==> src/rtl/cpu_instr_sequencer.sv <==
// Program-memory instruction source for simple_cpu: steps a PC and holds each word per opcode class.
// Optional CPU_SEQ_SINGLE_STEP_EN adds a `step` input that gates advancing past an expired hold.
module cpu_instr_sequencer #(
  parameter int unsigned INSTR_WIDTH    = 20,
  parameter int unsigned PROG_ADDR_BITS = 5,
  parameter int unsigned ALU_HOLD       = 3,
  parameter int unsigned MEM_HOLD       = 3,
  parameter int unsigned LOAD_HOLD      = 4
) (
  input  logic                      clk,
  input  logic                      rst,
  input  logic                      start,
  input  logic                      prog_we,
  input  logic [PROG_ADDR_BITS-1:0] prog_addr,
  input  logic [INSTR_WIDTH-1:0]    prog_wdata,
`ifdef CPU_SEQ_SINGLE_STEP_EN
  input  logic                      step,
`endif
  output logic [INSTR_WIDTH-1:0]    instruction,
  output logic                      instr_valid,
  output logic [PROG_ADDR_BITS-1:0] pc,
  output logic                      busy,
  output logic                      halted
);

  localparam int unsigned Depth = 2 ** PROG_ADDR_BITS;
  localparam int unsigned CntW  = 8;

  typedef enum logic [1:0] {StIdle, StIssue, StHalt} state_e;

  state_e                    state_q, state_d;
  logic [INSTR_WIDTH-1:0]    instr_q, instr_d;
  logic                      valid_q, valid_d;
  logic [PROG_ADDR_BITS-1:0] pc_q, pc_d;
  logic [CntW-1:0]           cnt_q, cnt_d;

  logic [INSTR_WIDTH-1:0]    mem [Depth];
  logic                      mem_we;
  logic                      adv;
  logic                      step_ok;
  logic [PROG_ADDR_BITS-1:0] next_addr;
  logic [INSTR_WIDTH-1:0]    next_word;

`ifdef CPU_SEQ_SINGLE_STEP_EN
  assign step_ok = step;
`else
  assign step_ok = 1'b1;
`endif

  // Counter is loaded with hold-1 so a word stays on the bus exactly `hold` cycles.
  function automatic logic [CntW-1:0] hold_m1(input logic [1:0] op);
    case (op)
      2'b10:   return CntW'(LOAD_HOLD - 1);
      2'b11:   return CntW'(MEM_HOLD - 1);
      default: return CntW'(ALU_HOLD - 1);
    endcase
  endfunction

  assign next_word = mem[next_addr];

  always_comb begin
    state_d   = state_q;
    instr_d   = instr_q;
    valid_d   = valid_q;
    pc_d      = pc_q;
    cnt_d     = cnt_q;
    mem_we    = 1'b0;
    adv       = 1'b0;
    next_addr = pc_q;

    case (state_q)
      StIdle, StHalt: begin
        // start has priority: a coincident write is dropped.
        if (start) begin
          adv       = 1'b1;
          next_addr = '0;
        end else if (prog_we) begin
          mem_we = 1'b1;
        end
      end
      StIssue: begin
        if (cnt_q != '0) begin
          cnt_d = cnt_q - CntW'(1);
        end else if (step_ok) begin
          adv       = 1'b1;
          next_addr = pc_q + PROG_ADDR_BITS'(1);
        end
      end
      default: state_d = StIdle;
    endcase

    if (adv) begin
      pc_d = next_addr;
      if (next_word == '0) begin
        state_d = StHalt;
        instr_d = '0;
        valid_d = 1'b0;
        cnt_d   = '0;
      end else begin
        state_d = StIssue;
        instr_d = next_word;
        valid_d = 1'b1;
        cnt_d   = hold_m1(next_word[INSTR_WIDTH-1 -: 2]);
      end
    end
  end

  always_ff @(posedge clk) begin
    if (rst) begin
      state_q <= StIdle;
      instr_q <= '0;
      valid_q <= 1'b0;
      pc_q    <= '0;
      cnt_q   <= '0;
    end else begin
      state_q <= state_d;
      instr_q <= instr_d;
      valid_q <= valid_d;
      pc_q    <= pc_d;
      cnt_q   <= cnt_d;
    end
  end

  // Program memory is deliberately left untouched by reset.
  always_ff @(posedge clk) begin
    if (mem_we) begin
      mem[prog_addr] <= prog_wdata;
    end
  end

  assign instruction = instr_q;
  assign instr_valid = valid_q;
  assign pc          = pc_q;
  assign busy        = (state_q == StIssue);
  assign halted      = (state_q == StHalt);

endmodule

==> config.mk <==
export PLATFORM = sky130hd
export DESIGN_NAME = cpu_instr_sequencer
export DESIGN_NICKNAME = d
export VERILOG_FILES = /design/src/rtl/cpu_instr_sequencer.sv
export SDC_FILE = /design/constraint.sdc
export NUM_CORES = 1
export LEC_CHECK = 0
export ABC_AREA = 1
export CAP_MARGIN = 10
export CORE_ASPECT_RATIO = 1.5
export CORE_UTILIZATION = 30
export DETAILED_ROUTE_END_ITERATION = 10
export GPL_TIMING_DRIVEN = 0
export SLEW_MARGIN = 20
export SYNTH_ARGS = -nofsm -noshare
export SYNTH_HDL_FRONTEND = slang
export SYNTH_SLANG_ARGS = --single-unit
==> constraint.sdc <==
create_clock -name clk -period 6.8 [get_ports clk]
set_input_delay 1.02 -clock clk [delete_from_list [all_inputs] [get_ports clk]]
set_output_delay 1.02 -clock clk [all_outputs]
set_load 0.01 [all_outputs]
==> impl_metrics.csv <==
group,metric,value,unit
run_status,run_status,"finished clean",
yosys,syn_nets,2625,
place,port_buffers,56,
clock_tree,htree_levels,2,
yosys,synth_area_per_cell,11.1,um^2
min_path,hold_class,"reg -> reg",
sta,setup_tns,0,ns
yosys,syn-cell-area,28900,um^2
clock_tree,ctsLongestPathBuffers,3,
drt,ant_nets,0,
clock_tree,cts_resized,0,
grt,grt_pass1_vias,20600,
clock_tree,clock_latency,0.65,ns
drt,drtIter0Drc,2891,
drt,wl,111,mm
yosys,synth_flop_cell,"edfxtp_1",
floorplan,die_w,255,um
yosys,async_flop_share,0,%
sta,fin_skew,0.0171,ns
clock_tree,hold_buffers,0,
sta,tightest_slew,1.20,ns
floorplan,die_area,97600,um^2
grt,grt_max_degree,33,
yosys,synth_xor_area_share,0.0606,%
place,hpwlAfterDp,76.5,mm
final_layout,final_nets,2776,
clock_tree,post_cts.repair.setup_buffers,0,
sta,drv_slew,0,
yosys,yosys_register_bits,676,
floorplan,ios,57,
setup_path,critical_path_class,"reg -> reg",
place,dpl.cell_count,3954,
yosys,synth_top_cell_area_share,66.5,%
drt,vias,21500,
sta,max_slew_margin,20.2,%
yosys,syn_inst,2594,
sta,rsz0062_at_grt,"no",
yosys,synth_most_common_cell,"edfxtp_1",
drt,drcViolationCount,0,
yosys,yosys.area_share.simple,21.9,%
yosys,synth_enable_flop_cells,640,
yosys,synth_top_family_by_area,"simple AND/OR/NAND/NOR gates",
clock_tree,cts_tree,"built",
yosys,ys_seq_area_share,69.0,%
grt,antenna_found_initial,6,
setup_path,crit_path_max_fanout,10,
floorplan,chipHeight,382,um
final_layout,antennaDiodeCount,0,
flow_run,cap_violations,0,
yosys,synthAdderAreaFrac,0.0866,%
yosys,synth_common_cells,"edfxtp_1, nand2_1, nand3_1",
floorplan,rows,139,
yosys,ys_warn_count,0,
grt,grt_pass1_wl,154,mm
final_layout,fin_cells,4061,
final_layout,drive_gt1_share,9.53,%
yosys,synth.distinct_cells,37,
place,gp_congestion,0.946,
drt,drt-wirelength-per-cell,27.4,um
sta,clock.fmax,238,MHz
power_and_ir_drop,power.total,10.4,mW
yosys,synthTopCellsByArea,"edfxtp_1, nand3_1, nand2_1, nand3b_1, inv_1",
drt,vias_per_cell,5.29,
clock_tree,clock-sinks,676,
yosys,yosysTopAreaCell,"edfxtp_1",
power_and_ir_drop,p_leak,12.3,nW
sta,hold_violations,0,
drt,dr.pass1.iters,8,
clock_tree,clk_pin_slew_worst_paths,0.07,ns
floorplan,core,95500,um^2
setup_path,start_kind,"register",
power_and_ir_drop,powerDensity,309,nW/um^2
clock_tree,numCtsBuffers,58,
clock_tree,root_buffer,"clkbuf_16",
grt,grt_usage,22.4,%
final_layout,fillers,9303,
sta,setup_viol,0,
setup_path,crit_path_end_kind,"register",
setup_path,critPathRequiredTime,7.28,ns
final_layout,area_delta_synth_final,17.2,%
sta,period_needed,4.20,ns
yosys,synth_compound_area_share,2.69,%
sta,post-route-period-util,61.8,%
sta,hold_ws,0.459,ns
floorplan,initial_core_util,30.3,%
yosys,synth_mux_area_share,0,%
setup_path,critical_path_arrival,4.68,ns
grt,overflow,0,
power_and_ir_drop,peakVddDrop,189,uV
-- worst max-delay path: stages (launching register included) --
cell and delay (ns):
dfxtp_1 0.30, inv_1 0.10, ha_1 0.18, nand2_1 0.12
nor2_2 0.24, a31o_2 0.19, nand3_2 0.31, inv_2 0.26
clkbuf_1 0.84, nand3_1 0.31, nand3_1 0.17, nand3_1 0.12
nand2_1 0.14, nand2_1 0.10, nor2_1 0.11, nand2_1 0.20
o21bai_2 0.25, a21oi_1 0.08
-- area by class of cell --
class	count	area (um^2)	share of cell area (%)
Sequential cell	676	19900	58.9
Multi-Input combinational cell	1479	7380	21.8
Tap cell	1269	1590	4.69
Clock buffer	74	1530	4.52
Timing Repair Buffer	91	1350	3.98
Inverter	282	1060	3.13
Buffer	157	752	2.22
Clock inverter	33	251	0.743
-- flip-flops by register name, summed over array words and instances (netlist names) --
name and cells:
mem 640, pc 5, cnt_q 8, instruction 20
instr_valid 1, state_q 2
-- power breakdown --
| group | switching (mW) | internal [mW] | leakage (nW) |
|---|---|---|---|
| Sequential | 0.0390 | 4.61 | 6.05 |
| Combinational | 1.87 | 0.659 | 5.40 |
| Clock | 1.56 | 1.71 | 0.868 |
| Total | 3.47 | 6.98 | 12.3 |
-- routing by layer --
metal	track usage, %	routed length (um)
met2	37.7	52900
met4	19.4	11100
met3	3.60	10500
met5	0	62
met1	24.5	36800
-- final timing paths --
| path | start | endpoint | slack [ns] | cells past startpoint |
|---|---|---|---|---|
| hold / removal | instr_valid$_SDFFE_PP0P_ | instr_valid$_SDFFE_PP0P_ | 0.46 | 2 |
| setup / recovery | cnt_q[0]$_SDFFE_PP0P_ | state_q[0]$_SDFFE_PP0P_ | 2.60 | 17 |
| hold reg to reg | instr_valid$_SDFFE_PP0P_ | instr_valid$_SDFFE_PP0P_ | 0.46 | 2 |
| setup reg to reg | cnt_q[0]$_SDFFE_PP0P_ | state_q[0]$_SDFFE_PP0P_ | 2.60 | 17 |
-- cell families after synthesis --
| kind of cell | count (synthesis) |
|---|---|
| compound gates | 132 |
| flops | 676 |
| fa+ha+maj | 2 |
| simple gates | 1343 |
| buf+inv | 439 |
| xor+xnor | 2 |
-- cell usage in the layout (no fill, tap or decap), types with 11 or more instances in the layout --
cell type / n
a21oi_1: 53
buf_1: 11
buf_16: 25
buf_2: 66
buf_4: 17
clkbuf_1: 89
clkbuf_16: 58
clkdlybuf4s50_1: 38
clkinv_1: 13
dfxtp_1: 36
edfxtp_1: 640
inv_1: 276
nand2_1: 595
nand3_1: 509
nand3b_1: 140
nor2_1: 33
nor2_4: 32
o211ai_1: 37
o21ai_0: 33
-- stage by stage --
step                      instance area [um^2]  setup WS (ns)  util, %
after global routing                     33800           2.53     35.5
after CTS                                33900           2.74     35.5
after detailed placement                 32100           2.11     33.6
after floorplan                          28900           3.89        -
after global placement                   31000           1.14     32.5
final                                    33800           2.60     35.5
(Power assumes the default switching activity.)
